## config.mk

```make
export PLATFORM = sky130hd
export DESIGN_NAME = multicycle_sequencer_flat
export DESIGN_NICKNAME = d
export VERILOG_FILES = /design/src/rtl/rv32_pkg.sv /design/src/rtl/multicycle_sequencer_if.sv /design/src/rtl/mem_timeout_ctr.sv /design/src/rtl/multicycle_sequencer.sv /design/src/flat_wrapper.sv
export SDC_FILE = /design/constraint.sdc
export NUM_CORES = 1
export LEC_CHECK = 0
export ABC_AREA = 1
export CAP_MARGIN = 40
export CORE_MARGIN = 3
export CORE_UTILIZATION = 52
export DETAILED_ROUTE_END_ITERATION = 7
export GPL_ROUTABILITY_DRIVEN = 0
export MAX_ROUTING_LAYER = met4
export PLACE_DENSITY = 0.84
export SYNTH_ARGS = -nofsm -noshare
export SYNTH_HDL_FRONTEND = slang
export SYNTH_SLANG_ARGS = --single-unit
```

## constraint.sdc

```tcl
create_clock -name clk -period 2.3 [get_ports clk]
set_clock_uncertainty 0.05 [all_clocks]
set_input_delay 0.23 -clock clk [delete_from_list [all_inputs] [get_ports clk]]
set_output_delay 0.23 -clock clk [all_outputs]
set_load 0.01 [all_outputs]
```

## src/rtl/rv32_pkg.sv

```systemverilog
// rv32_pkg: shared state, PC-select and trap-cause encodings for the multi-cycle core.
package rv32_pkg;
    typedef enum logic [2:0] {
        IDLE    = 3'd0,
        FETCH   = 3'd1,
        DECODE  = 3'd2,
        EXECUTE = 3'd3,
        MEM     = 3'd4,
        WB      = 3'd5,
        TRAP    = 3'd6
    } seq_state_t;
    localparam logic [1:0] PC_PLUS4       = 2'b00;
    localparam logic [1:0] PC_BRANCH      = 2'b01;
    localparam logic [1:0] PC_JUMP        = 2'b10;
    localparam logic [1:0] TRAP_NONE      = 2'b00;
    localparam logic [1:0] TRAP_ILLEGAL   = 2'b01;
    localparam logic [1:0] TRAP_IFETCH_TO = 2'b10;
    localparam logic [1:0] TRAP_DATA_TO   = 2'b11;
endpackage

```

## src/rtl/multicycle_sequencer_if.sv

```systemverilog
// multicycle_sequencer_if: decoded controls, memory handshake and datapath strobes of the sequencer.
interface multicycle_sequencer_if;
    logic       run, clear_trap, reg_write, mem_read, mem_write, branch, jump, illegal;
    logic       branch_taken, mem_ready;
    logic       mem_req, mem_we, mem_addr_sel, ir_we, pc_we, rf_we, retired, trap;
    logic [1:0] pc_sel, trap_cause;
    logic [2:0] state_o;
    modport master (
        input  run, clear_trap, reg_write, mem_read, mem_write, branch, jump, illegal,
               branch_taken, mem_ready,
        output mem_req, mem_we, mem_addr_sel, ir_we, pc_we, rf_we, retired, trap,
               pc_sel, trap_cause, state_o
    );
    modport slave (
        output run, clear_trap, reg_write, mem_read, mem_write, branch, jump, illegal,
               branch_taken, mem_ready,
        input  mem_req, mem_we, mem_addr_sel, ir_we, pc_we, rf_we, retired, trap,
               pc_sel, trap_cause, state_o
    );
endinterface

```

## src/rtl/mem_timeout_ctr.sv

```systemverilog
// mem_timeout_ctr: counts unanswered memory-request cycles and flags expiry; MEM_TIMEOUT=0 never expires.
module mem_timeout_ctr #(
    parameter int MEM_TIMEOUT = 255
) (
    input  logic clk,
    input  logic rst_n,
    input  logic clear,
    input  logic count_en,
    input  logic ready,
    output logic expired
);
    localparam int W = MEM_TIMEOUT > 0 ? $clog2(MEM_TIMEOUT + 1) : 1;
    localparam logic [W-1:0] LIMIT = W'(MEM_TIMEOUT - 1);
    logic [W-1:0] cnt_q;
    // ready in the limit cycle suppresses expiry
    assign expired = (MEM_TIMEOUT != 0) && count_en && !ready && cnt_q == LIMIT;
    always_ff @(posedge clk or negedge rst_n)
        if (!rst_n) cnt_q <= '0;
        else if (clear) cnt_q <= '0;
        else if (count_en && !ready && MEM_TIMEOUT != 0) cnt_q <= cnt_q + 1'b1;
endmodule

```

## src/rtl/multicycle_sequencer.sv

```systemverilog
// multicycle_sequencer: fetch/decode/execute/memory/writeback control FSM owning the shared memory port.
module multicycle_sequencer
    import rv32_pkg::*;
#(
    parameter int MEM_TIMEOUT = 255
) (
    input logic clk,
    input logic rst_n,
    multicycle_sequencer_if.master bus
);
    seq_state_t state_q, state_d;
    logic [1:0] cause_q, cause_d;
    logic       trap_q, expired, mem_op, br_ret, st_ret;
    seq_state_t nxt;
    assign mem_op = bus.mem_read || bus.mem_write;
    assign nxt    = bus.run ? FETCH : IDLE;
    always_comb begin
        state_d = state_q;
        cause_d = cause_q;
        case (state_q)
            IDLE:    state_d = nxt;
            FETCH:   if (bus.mem_ready) state_d = DECODE;
                     else if (expired) begin state_d = TRAP; cause_d = TRAP_IFETCH_TO; end
            DECODE:  if (bus.illegal) begin state_d = TRAP; cause_d = TRAP_ILLEGAL; end
                     else state_d = EXECUTE;
            EXECUTE: state_d = mem_op ? MEM : bus.branch ? nxt : WB;
            MEM:     if (bus.mem_ready) state_d = bus.mem_read ? WB : nxt;
                     else if (expired) begin state_d = TRAP; cause_d = TRAP_DATA_TO; end
            WB:      state_d = nxt;
            TRAP:    if (bus.clear_trap) begin state_d = IDLE; cause_d = TRAP_NONE; end
            default: state_d = IDLE;
        endcase
    end
    always_ff @(posedge clk or negedge rst_n)
        if (!rst_n) begin
            state_q <= IDLE;
            cause_q <= TRAP_NONE;
            trap_q  <= 1'b0;
        end else begin
            state_q <= state_d;
            cause_q <= cause_d;
            trap_q  <= state_d == TRAP && state_q != TRAP;
        end
    // a store can go straight from MEM to FETCH, so clear on any entry, not just from idle states
    mem_timeout_ctr #(.MEM_TIMEOUT(MEM_TIMEOUT)) u_to (
        .clk      (clk),
        .rst_n    (rst_n),
        .clear    ((state_d == FETCH || state_d == MEM) && state_d != state_q),
        .count_en (bus.mem_req),
        .ready    (bus.mem_ready),
        .expired  (expired)
    );
    assign br_ret           = state_q == EXECUTE && !mem_op && bus.branch;
    assign st_ret           = state_q == MEM && bus.mem_ready && !bus.mem_read;
    assign bus.mem_req      = state_q == FETCH || state_q == MEM;
    assign bus.mem_we       = state_q == MEM && bus.mem_write;
    assign bus.mem_addr_sel = state_q == MEM;
    assign bus.ir_we        = state_q == FETCH && bus.mem_ready;
    assign bus.retired      = br_ret || st_ret || state_q == WB;
    assign bus.pc_we        = bus.retired;
    assign bus.pc_sel       = (br_ret && bus.branch_taken) ? PC_BRANCH :
                              (state_q == WB && bus.jump) ? PC_JUMP : PC_PLUS4;
    assign bus.rf_we        = state_q == WB && bus.reg_write;
    assign bus.trap         = trap_q;
    assign bus.trap_cause   = cause_q;
    assign bus.state_o      = state_q;
endmodule

```

## src/flat_wrapper.sv

```systemverilog
// flat-port wrapper written by rule: the top's interface ports become plain ports
module multicycle_sequencer_flat import rv32_pkg::*;
#(
    parameter int MEM_TIMEOUT = 255
)
  (clk, rst_n, bus_run, bus_clear_trap, bus_reg_write, bus_mem_read, bus_mem_write, bus_branch, bus_jump, bus_illegal, bus_branch_taken, bus_mem_ready, bus_mem_req, bus_mem_we, bus_mem_addr_sel, bus_ir_we, bus_pc_we, bus_rf_we, bus_retired, bus_trap, bus_pc_sel, bus_trap_cause, bus_state_o);
  multicycle_sequencer_if bus_i ();
  input logic clk;
  input logic rst_n;
  input wire logic [$bits(bus_i.run)-1:0] bus_run;
  input wire logic [$bits(bus_i.clear_trap)-1:0] bus_clear_trap;
  input wire logic [$bits(bus_i.reg_write)-1:0] bus_reg_write;
  input wire logic [$bits(bus_i.mem_read)-1:0] bus_mem_read;
  input wire logic [$bits(bus_i.mem_write)-1:0] bus_mem_write;
  input wire logic [$bits(bus_i.branch)-1:0] bus_branch;
  input wire logic [$bits(bus_i.jump)-1:0] bus_jump;
  input wire logic [$bits(bus_i.illegal)-1:0] bus_illegal;
  input wire logic [$bits(bus_i.branch_taken)-1:0] bus_branch_taken;
  input wire logic [$bits(bus_i.mem_ready)-1:0] bus_mem_ready;
  output wire logic [$bits(bus_i.mem_req)-1:0] bus_mem_req;
  output wire logic [$bits(bus_i.mem_we)-1:0] bus_mem_we;
  output wire logic [$bits(bus_i.mem_addr_sel)-1:0] bus_mem_addr_sel;
  output wire logic [$bits(bus_i.ir_we)-1:0] bus_ir_we;
  output wire logic [$bits(bus_i.pc_we)-1:0] bus_pc_we;
  output wire logic [$bits(bus_i.rf_we)-1:0] bus_rf_we;
  output wire logic [$bits(bus_i.retired)-1:0] bus_retired;
  output wire logic [$bits(bus_i.trap)-1:0] bus_trap;
  output wire logic [$bits(bus_i.pc_sel)-1:0] bus_pc_sel;
  output wire logic [$bits(bus_i.trap_cause)-1:0] bus_trap_cause;
  output wire logic [$bits(bus_i.state_o)-1:0] bus_state_o;
  assign bus_i.run = bus_run;
  assign bus_i.clear_trap = bus_clear_trap;
  assign bus_i.reg_write = bus_reg_write;
  assign bus_i.mem_read = bus_mem_read;
  assign bus_i.mem_write = bus_mem_write;
  assign bus_i.branch = bus_branch;
  assign bus_i.jump = bus_jump;
  assign bus_i.illegal = bus_illegal;
  assign bus_i.branch_taken = bus_branch_taken;
  assign bus_i.mem_ready = bus_mem_ready;
  assign bus_mem_req = bus_i.mem_req;
  assign bus_mem_we = bus_i.mem_we;
  assign bus_mem_addr_sel = bus_i.mem_addr_sel;
  assign bus_ir_we = bus_i.ir_we;
  assign bus_pc_we = bus_i.pc_we;
  assign bus_rf_we = bus_i.rf_we;
  assign bus_retired = bus_i.retired;
  assign bus_trap = bus_i.trap;
  assign bus_pc_sel = bus_i.pc_sel;
  assign bus_trap_cause = bus_i.trap_cause;
  assign bus_state_o = bus_i.state_o;
  multicycle_sequencer #(.MEM_TIMEOUT(MEM_TIMEOUT)) u_core (.clk(clk), .rst_n(rst_n), .bus(bus_i));
endmodule
```

### Word level (Yosys, flattened, before mapping)

Cells that the tools add are included.

| operators by class | value |
|---|---|
| eq/ne operators | 18 |
| multiplexer cells | 21 |
| reduce and logical (&&, ||, !) cells | 26 |
| bitwise logic cells | 0 |
| shift operators | 0 |
| div/mod/pow operators | 0 |
| $lt $le $gt $ge | 0 |
| add/sub/neg operators | 1 |
| $mul | 0 |

Operators by type and width:

| operator | count |
|---|---|
| $mux W3 | 8 |
| $pmux W3 S6 | 1 |
| $mux W2 | 8 |
| $mux W8 | 2 |
| $eq A3 B3 Y1 const B | 5 |
| $logic_and A1 B1 Y1 | 13 |
| $add A8 B1 Y8 const B | 1 |
| $eq A8 B8 Y1 const B | 1 |
| $ne A2 B2 Y1 const B | 4 |
| $pmux W2 S4 | 1 |
| $reduce_and A7 Y1 | 1 |
| $eq A3 B1 Y1 const B | 2 |
| $eq A3 B2 Y1 const B | 2 |
| $logic_or A1 B1 Y1 | 5 |
| $ne A2 B1 Y1 const B | 2 |
| $reduce_bool A4 Y1 | 1 |
| $logic_not A1 Y1 | 3 |
| $logic_not A3 Y1 | 1 |
| $ne A3 B3 Y1 | 1 |
| $ne A3 B3 Y1 const B | 1 |
| $reduce_bool A2 Y1 | 1 |
| $reduce_or A2 Y1 | 1 |
| $mux W1 | 1 |

| storage, ports and cells | value |
|---|---|
| memory bits (writable) | 0 |
| memories | 0 |
| flip-flop bits (word level) | 14 |
| memory bits (read-only) | 0 |
| bits of input ports | 12 |
| output and inout bits | 15 |
| bits in latches | 0 |
| logic and storage cells | 70 |

### Logic depth before layout (Yosys ltp)

Gate-level depths: netlist of the first run.

| logic depth | value |
|---|---|
| depth in word-level cells | 11 |
| mapped depth | 13 |

### Hierarchy

A second synthesis of the first run with hierarchy kept.

| second synthesis, totals | value |
|---|---|
| cell total of the unflattened synthesis | 152 |
| area total of the unflattened synthesis | 1016.0 um2 |

By module, submodules not included:

| module | area each (um2) | sequential area each (um2) | instances | cells an instance |
|---|---|---|---|---|
| multicycle_sequencer | 570.5 | 150.1 | 1 | 94 |
| mem_timeout_ctr | 445.4 | 200.2 | 1 | 58 |

### Worst setup path after synthesis of the first run

No wires, ideal clock.

| timing path | value |
|---|---|
| kind | reg2out |
| start point | reg u_core.state_q[1] (netlist: u_core.bus.state_o[1]) |
| end point | out bus_retired |
| path buffers | 1 |
| cell stages (with the launch flop) | 5 |
| data arrival time | 1.583 ns |
| data required time | 2.020 ns |
| setup slack | 0.437 ns |
| path through | dfrtp_1 nor2_1 nand2_2 o311ai_0 buf_4 |

| on the way | value |
|---|---|
| cells in the longest elaborated chain, start to end | 5 |
| elaborated cells between the ends (all ways) | 9 |

RTL lines:

| what | RTL line | text |
|---|---|---|
| from (decl) | multicycle_sequencer.sv:11 | `seq_state_t state_q, state_d;` |
| from (signal assigned) | multicycle_sequencer.sv:40 | `state_q <= state_d;` |
| $eq A3 B2 Y1 / $eq A3 B3 Y1 (equally long branches) | multicycle_sequencer.sv:53, multicycle_sequencer.sv:54 |  |
| $logic_and A1 B1 Y1 (on tied branches) (2 in a row) | multicycle_sequencer.sv:53, multicycle_sequencer.sv:54 |  |
| $logic_or A1 B1 Y1 | multicycle_sequencer.sv:59 | `assign bus.retired = br_ret \|\| st_ret \|\| state_q == WB;` |
| $logic_or A1 B1 Y1 * | multicycle_sequencer.sv:59 |  |
| to (decl) | flat_wrapper.sv:26 | `output wire logic [$bits(bus_i.retired)-1:0] bus_retired;` |

Every way passes the cells marked *; elsewhere a longest branch is shown, timed or not.

### Worst setup path after layout of the first run

| timing path | value |
|---|---|
| start point | reg u_core.state_q[2] (netlist: u_core.bus.state_o[2]) |
| end point | out bus_mem_req |

| on the way | value |
|---|---|
| cells in the longest elaborated chain, start to end | 2 |
| elaborated cells between the ends (all ways) | 3 |

RTL lines:

| what | RTL line | text |
|---|---|---|
| $eq A3 B1 Y1 / $eq A3 B3 Y1 (equally long branches) | multicycle_sequencer.sv:55 | `assign bus.mem_req = state_q == FETCH \|\| state_q == MEM;` |
| $logic_or A1 B1 Y1 * | multicycle_sequencer.sv:55 |  |
| to (decl) | flat_wrapper.sv:20 | `output wire logic [$bits(bus_i.mem_req)-1:0] bus_mem_req;` |

Marks and branches as above.

==> flow_summary.toml, run 1 <==
[outcome]
status = "completed"

[clock_network]
cts_sinks = 14
clk_path_buf_depth = 2
clk-insertion-delay-late_ns = 0.28
cts_buffers = 3
cts_tree = "done"
cts_root_buffer = "clkbuf_4"
cts.clk_slew.worst_paths_ns = 0.08
cts-htree-levels = 1
post_cts_buffers = 0

[worst_setup_path]
rrSetupSlack_ns = 0.58
crit_required_ns = 2.02
crit_chain = "inv_2 > nand3_1 > nand2_2 > clkdlybuf4s50_1"
reg2reg_depth = 13
slowest_stage = "clkdlybuf4s50_1"
reg2reg_from = "u_core.u_to.cnt_q[0]"
start_kind = "flip-flop"
crit_path_end_kind = "output port"
arrival_ns = 1.82
crit_path_max_fanout = 9
crit_type = "flip-flop to output port"
r2r_end = "u_core.u_to.cnt_q[1]"
max_stage_delay_ns = 0.55

[sta]
rsz0062_at_grt = "false"
tightest_slew_ns = 0.601
max_freq_mhz = 476
post-route-min-period_ns = 2.10
maxSlewHeadroom_pct = 59.8
final_hold_viol_count = 0
setup_tns_ns = 0
fin_crit_sh_pct = 91.3
maxSlewViolCount = 0
setup_violations = 0

[logic_synthesis]
synth.yosys.seq_area_share_pct = 33.5
avgSynthCellArea_um2 = 6.67
synth_seq_cells = 14
yosysWarnings = 0
synth_area_um2 = 1050
synth_nets = 171
synth_edf_count = 0
yosysTopAreaCell = "dfrtp_1"
synth.top_cell.area_share_pct = 33.5
synth_cell_type_count = 22
synthCells = 157
synthArstFlopShare_pct = 100
synthFlopType = "dfrtp_1"
synth_area_leaders = "dfrtp_1, inv_1, nand2_1"
synth_most_common_cell = "inv_1"
ys_top_cells_by_count = "inv_1, nand2_1, nor2_1"

[die]
die_w_um = 50.9
start_util_pct = 57.5
core_um2 = 1820
rows = 15
die_h_um = 50.9
pin_count = 27
die_area_um2 = 2590

[finish]
final_cell_count_no_fill = 211
area_growth_pct = 31.3
drive_gt1_share_pct = 12.9
final_nets = 201
n_antenna_cell = 0
final_area_um2 = 1380
fill_cells = 149

[run]
drv_cap = 0

[pwr]
power_density_nw_per_um2 = 897
power.total_mw = 1.23
p_leak_nw = 0.831
peakVddDrop_v = 0.000677

[grt]
grt-ovfl-total = 0
grt_max_degree = 15
grt_pass1_vias = 956
grt_usage_pct = 20.4
grt_pass1_wl_um = 3950
antenna_found_initial = 0

[detailed_routing]
wl_um = 2280
firstDrtPassIters = 4
drc = 0
first_iter_violations = 26
vias = 1040
ant_nets = 0
vias_per_cell = 4.93
wire_per_inst_um = 10.8

[placement]
placed_cell_area_um2 = 1330
place_inst = 207
hpwl_um = 1850
port_buffers = 26

[min_path]
min_path_type = "input port to async pin"
[cell type report]
cell class,instances,area (um2),share of cell area [%]
inverters,41,154,11.2
repair buffers,27,273,19.8
well taps,25,31.3,2.27
clock buffers,4,36.3,2.64
multi-input cells,100,531,38.6
flip-flops and latches,14,350,25.5
[worst max-delay path, delay by kind of cell (launching register included)]
family                 cells  cell delay [ns]
buffers and inverters      2             0.68
DFF                        1             0.51
and+or+nand+nor            2             0.35
[layer usage]
layer | vias up | share of wire, % | GRT usage (%) | routed length [um]
met1 | 469 | 47 | 25.0 | 1070
li1 | 530 | - | - | -
met2 | 35 | 46 | 33.9 | 1050
met4 | 0 | 1.4 | 4.48 | 33
met3 | 6 | 5.5 | 5.54 | 126
met5 | - | 0 | - | 0
[through the flow]
stage                     util [%]  worst slack (ns)  hold slack [ns]
after detailed placement      73.1             0.176            0.413
after CTS                     75.1            0.0201            0.292
after global placement        73.1             0.195            0.411
after floorplan                  -             0.437           -0.116
after global routing          75.5             0.128            0.299
final                         75.5             0.200            0.274
[flip-flops by register name (all words and copies together) (netlist names)]
name	flops
u_core.bus.state_o	3
u_core.bus.trap_cause	2
u_core.u_to.cnt_q	8
u_core.bus.trap	1
[cell usage in the layout (no fill, tap or decap), types with 3 or more instances in the layout]
master	Yosys	layout
xor2_1	3	3
inv_2	3	3
clkbuf_4	0	3
clkdlybuf4s50_1	0	24
nor2_1	17	16
nand2_1	34	34
a21oi_1	3	3
o21ai_0	4	4
dfrtp_1	14	14
inv_1	38	38
nand2_2	7	7
nand3_1	14	14
nor2_2	3	4
[how the worst max path moves through the flow]
stage | from | to | depth (start not counted)
after floorplan | u_core.bus.state_o[1] | bus_retired | 4
after global placement | bus_mem_ready | bus_retired | 4
after detailed placement | bus_mem_ready | bus_pc_we | 4
after CTS | u_core.bus.state_o[0] | bus_pc_we | 4
after global routing | u_core.bus.state_o[2] | bus_mem_req | 4
final | u_core.bus.state_o[2] | bus_mem_req | 4
[power breakdown]
group / internal [mW] / total [mW] / switching (mW)
Combinational: 0.288 / 0.705 / 0.417
Clock: 0.0964 / 0.170 / 0.0741
Sequential: 0.293 / 0.358 / 0.0649
Total: 0.677 / 1.23 / 0.556
[kinds of logic after synthesis]
logic type	synth area share [%]
xor gates and xnor gates	4.18
buffers and inverters	16.1
DFF	33.5
AOI/OAI and AO/OA	5.50
and+or+nand+nor	38.4
adders and majority gates	2.39
[what timing repair did]
action	4_1_cts	5_1_grt
resized for setup	1	3
gates cloned	0	0
endpoints found under the setup margin	2	2
hold buffers	0	0
endpoints found under the hold margin	0	0
Note: power is estimated with default switching activity, not from simulation.
==> run 2, diff against run 1 <==
- CORE_UTILIZATION: 52 -> 66
- DONT_BUFFER_PORTS: unset -> 1
- PLACE_DENSITY: 0.84 -> 0.82
==> run 2 against run 1 <==
Compared with the run above:
- power is 15% lower
- largest cell class unchanged
- clock power is 24% lower
- via count is 9.2% lower
- critical endpoint is now bus_pc_we
- worst hold slack worse by 0.16 ns
- register-to-register slack worse by 0.06 ns
- wire length is 7.0% lower
- cell area is 21% lower
- die area is 19% lower
- non-clock buffer count is 25 lower
==> flow_summary.toml, run 2 (synthesis results as in run 1) <==
[outcome]
status = "completed"

[pwr]
power.total_mw = 1.04
power_density_nw_per_um2 = 958
p_int_uw = 524
clockPowerShare_pct = 12.4
p_leak_nw = 0.698
p_sw_share_pct = 49.9
peakVddDrop_v = 0.000664
p_seq_share_pct = 35.6
p_comb_share_pct = 52.0
p_sw_uw = 521

[die]
die_area_um2 = 2100
start_util_pct = 74.9
pin_count = 27
die_w_um = 45.8
die_h_um = 45.8
core_um2 = 1400
rows = 13

[worst_setup_path]
arrival_ns = 1.64
worstSetupStartpoint = "u_core.bus.state_o[0]"
crit_required_ns = 2.02
r2r_end = "u_core.u_to.cnt_q[2]"
critPathCapture = "bus_pc_we"
rrSetupSlack_ns = 0.52
slowest_stage = "dfrtp_1"
reg2reg_from = "u_core.bus.state_o[0]"
crit_path_max_fanout = 6
reg2reg_depth = 10
crit_path_end_kind = "output port"
start_kind = "flip-flop"
crit_type = "flip-flop to output port"
crit_chain = "nor2_1 > nand2_2 > o311ai_0 > buf_4"
max_stage_delay_ns = 0.48

[placement]
port_buffers = 0
dp_slack_ns = 0.556
place_inst = 171
hpwl_um = 1760

[sta]
finalWorstSetupSlack_ns = 0.383
post-route-min-period_ns = 1.92
rsz0062_at_grt = "false"
max_freq_mhz = 522
maxSlewViolCount = 0
fin_crit_sh_pct = 83.3
final_hold_viol_count = 0
tightest_slew_ns = 0.618
setup_tns_ns = 0
maxSlewHeadroom_pct = 58.6
setup_violations = 0

[min_path]
min_path_type = "input port to flip-flop"

[grt]
grt_max_degree = 15
antenna_found_initial = 0
grt_pass1_wl_um = 3420
grt-ovfl-total = 0
grt_pass1_vias = 832
grt_usage_pct = 23.5

[clock_network]
cts_sinks = 14
cts-htree-levels = 1
cts_root_buffer = "clkbuf_4"
cts_buffers = 3
clk-insertion-delay-late_ns = 0.28
post_cts_buffers = 0
cts_tree = "done"
cts.clk_slew.worst_paths_ns = 0.07
clk_path_buf_depth = 2

[finish]
final_cell_count_no_fill = 175
n_antenna_cell = 0
top_register = "u_core.u_to.cnt_q"
final_common_cell = "inv_1"
final_nets = 176
final_cell_mix = "inv_1, nand2_1, nor2_1, nand3_1, dfrtp_1"
area_growth_pct = 4.18
drive_gt1_share_pct = 13.8
largest_reg_flops = 8

[detailed_routing]
wl_um = 2120
vias_per_cell = 5.39
drc = 0
ant_nets = 0
vias = 944
firstDrtPassIters = 4
wire_per_inst_um = 12.1
first_iter_violations = 32

[run]
drv_cap = 0
-- run 2: changes by cell type in the layout (fill, tap and decap cells not counted), sizes merged --
cell	delta
clkdlybuf4s50	-24
dlygate4sd3	+1
clkbuf	-1
dlymetal6s2s	-2
-- run 2: per-layer routing --
metal	vias up	GRT usage, %	routed length [um]
li1	475	-	-
met1	420	26.8	880
met2	47	39.0	1050
met3	2	6.72	175
met4	0	8.52	15
met5	-	-	0
-- run 2: worst min-delay path by stage --
stage                        startpoint                    end  slack (ns)  cells past startpoint
after floorplan                   rst_n  u_core.bus.state_o[0]       -0.12                      0
after CTS                 bus_mem_ready  u_core.bus.state_o[2]        0.10                      3
final                     bus_mem_ready  u_core.bus.state_o[2]        0.12                      3
after detailed placement          rst_n  u_core.bus.state_o[2]       -0.12                      0
after global routing      bus_mem_ready  u_core.bus.state_o[2]        0.13                      3
after global placement            rst_n  u_core.bus.state_o[2]       -0.12                      0
-- run 2: power by group through the flow --
| stage | combinational, mW | clock [mW] | sequential, mW |
|---|---|---|---|
| global route | 0.618 | 0.145 | 0.382 |
| finish | 0.544 | 0.130 | 0.372 |
| detailed placement | 0.539 | 0 | 0.376 |
| CTS | 0.547 | 0.138 | 0.371 |
| global placement | 0.516 | 0 | 0.372 |
| floorplan | 0.463 | 0 | 0.350 |
-- run 2: per-stage QoR --
step | hold slack (ns) | utilization [%] | cell area, um2
6_report | 0.119 | 78.0 | 1090
5_1_grt | 0.131 | 78.0 | 1090
4_1_cts | 0.105 | 78.0 | 1090
3_5_place_dp | -0.115 | 75.7 | 1060
3_3_place_gp | -0.115 | 75.7 | 1060
2_1_floorplan | -0.116 | - | 1050
-- run 2: repair_timing --
action / in CTS / in global routing
hold buffers: 1 / 0
endpoints found under the hold margin: 14 / 0
gates resized for setup: 0 / 0
-- run 2: area by class of cell --
type,instances,area [um2]
sequential,14,350
clock buffer,3,22.5
timing repair buffer,2,17.5
multi-input combinational,100,528
tap,15,18.8
inverter,41,154
fill,110,308
-- run 2: critical path: cells and delay by family (launching register included) --
kind,cells,cell delay [ns]
flops,1,0.48
compound gates,1,0.30
simple gates,2,0.37
buf+inv,1,0.20
==> run 3, diff against run 2 <==
- CORE_UTILIZATION: 66 -> 61
- PLACE_DENSITY: 0.82 -> 0.77
- clock period: 2.3 -> 1.85 ns (I/O delays scaled with it)
==> run 3 against run 2 <==
Compared with the run above:
- first-iteration DRC count shrank 9.4%
- count of clock-buffer cells in the layout grew 1
- register-to-register slack lost 0.34 ns
- clock power grew 75%
- combinational power grew 26%
- power grew 32%
- utilization shrank 6.2 points
- sequential power grew 26%
- sequential share of layout area shrank 0.49 points
==> flow_summary.toml, run 3 (synthesis results as in run 1) <==
[worst_setup_path]
crit_path_end_kind = "output port"
start_kind = "flip-flop"
crit_path_max_fanout = 5
crit_type = "flip-flop to output port"
crit_required_ns = 1.62
arrival_ns = 1.50

[pwr]
power.total_mw = 1.38
p_leak_nw = 0.705
power_density_nw_per_um2 = 1240
peakVddDrop_v = 0.000823

[die]
pin_count = 27
die_h_um = 47.4
start_util_pct = 67.2
core_um2 = 1560
die_area_um2 = 2250
rows = 14
die_w_um = 47.4

[run]
drv_cap = 0

[clock_network]
cts_sinks = 14
cts_buffers = 3
cts-htree-levels = 1
clk_path_buf_depth = 2
cts_tree = "done"
clk-insertion-delay-late_ns = 0.29
cts_root_buffer = "clkbuf_4"
cts.clk_slew.worst_paths_ns = 0.09

[finish]
final_cell_mix = "inv_1, nand2_1, nor2_1, nand3_1, dfrtp_1"
final_cell_count_no_fill = 178
final_area_um2 = 1120
largest_reg_flops = 8
final_nets = 177
drive_gt1_share_pct = 17.9
area_growth_pct = 6.93
fill_cells = 131
n_antenna_cell = 0
final_common_cell = "inv_1"
top_register = "u_core.u_to.cnt_q"
fin_util_pct = 71.8

[grt]
grt-ovfl-total = 0
antenna_found_initial = 0
grt_pass1_wl_um = 3480
grt_max_degree = 15
met2_usage_pct = 33.4
met1_usage_pct = 30.4
grt_pass1_vias = 828
met3_usage_pct = 4.89
grt_usage_pct = 22.9
busiest_layer = "met2"

[sta]
maxSlewHeadroom_pct = 58.8
hold_ws_ns = 0.0491
maxSlewViolCount = 0
setup_tns_ns = 0
tightest_slew_ns = 0.615
max_freq_mhz = 578
final_hold_viol_count = 0
fin_crit_sh_pct = 93.5
setup_violations = 0
finalWorstSetupSlack_ns = 0.120
post-route-min-period_ns = 1.73
rsz0062_at_grt = "false"

[detailed_routing]
vias_per_cell = 5.37
firstDrtPassIters = 4
first_iter_violations = 29
drc = 0
wl_um = 2180
ant_nets = 0
vias = 956
wire_per_inst_um = 12.2

[placement]
port_buffers = 0
place_inst = 172
hpwl_um = 1670
dp_slack_ns = 0.138
placed_cell_area_um2 = 1060

[outcome]
status = "completed"

[min_path]
min_path_type = "input port to flip-flop"
==> run 3: cell count changes in the layout (fill, tap and decap cells not counted), sizes merged <==
| cell | previous run | this run |
|---|---|---|
| clkbuf | 3 | 4 |
| buf | 1 | 2 |
==> run 3: final timing paths <==
path                                           from                       end  slack [ns]  cells past startpoint
max                           u_core.bus.state_o[1]                 bus_pc_we        0.12                      4
max in group asynchronous                     rst_n     u_core.bus.state_o[0]        1.02                      1
min                                   bus_mem_ready     u_core.bus.state_o[2]        0.05                      3
max reg2reg                   u_core.bus.state_o[1]      u_core.u_to.cnt_q[7]        0.18                     10
min reg2reg                u_core.bus.trap_cause[1]  u_core.bus.trap_cause[1]        0.50                      2
min in group asynchronous                     rst_n     u_core.bus.state_o[2]        0.29                      1
==> run 3: layout make-up <==
type / instances / area, um2 / share of cell area (%)
multi-input cells: 100 / 531 / 47.4
flip-flops and latches: 14 / 354 / 31.6
inverters: 41 / 154 / 13.7
clock buffers: 4 / 36.3 / 3.24
repair buffers: 3 / 25.0 / 2.23
well taps: 16 / 20.0 / 1.79
==> run 3: routing by layer <==
| layer | up-vias | part of all wire, % |
|---|---|---|
| li1 | 481 | - |
| met3 | 8 | 7.6 |
| met1 | 422 | 47 |
| met4 | 0 | 1.4 |
| met5 | - | 0 |
| met2 | 45 | 44 |
==> run 3: where the power goes <==
part | leakage, nW | internal, mW | total [mW] | switching, mW
combinational | 0.498 | 0.223 | 0.688 | 0.465
sequential | 0.186 | 0.369 | 0.468 | 0.0992
clock | 0.0210 | 0.120 | 0.228 | 0.108
==> run 3: worst max-delay path: stages, from the launching register on <==
cell and delay [ns]:
dfrtp_2 0.47, nor2_2 0.18, nand2_2 0.12, o311ai_1 0.24
buf_4 0.19
==> run 3: repair_timing <==
item / 4_1_cts / 5_1_grt
hold buffers: 1 / 0
gates resized for setup: 1 / 5
setup buffers: 0 / 1
endpoints found under the setup margin: 2 / 10
hold endpoints to repair: 14 / 0
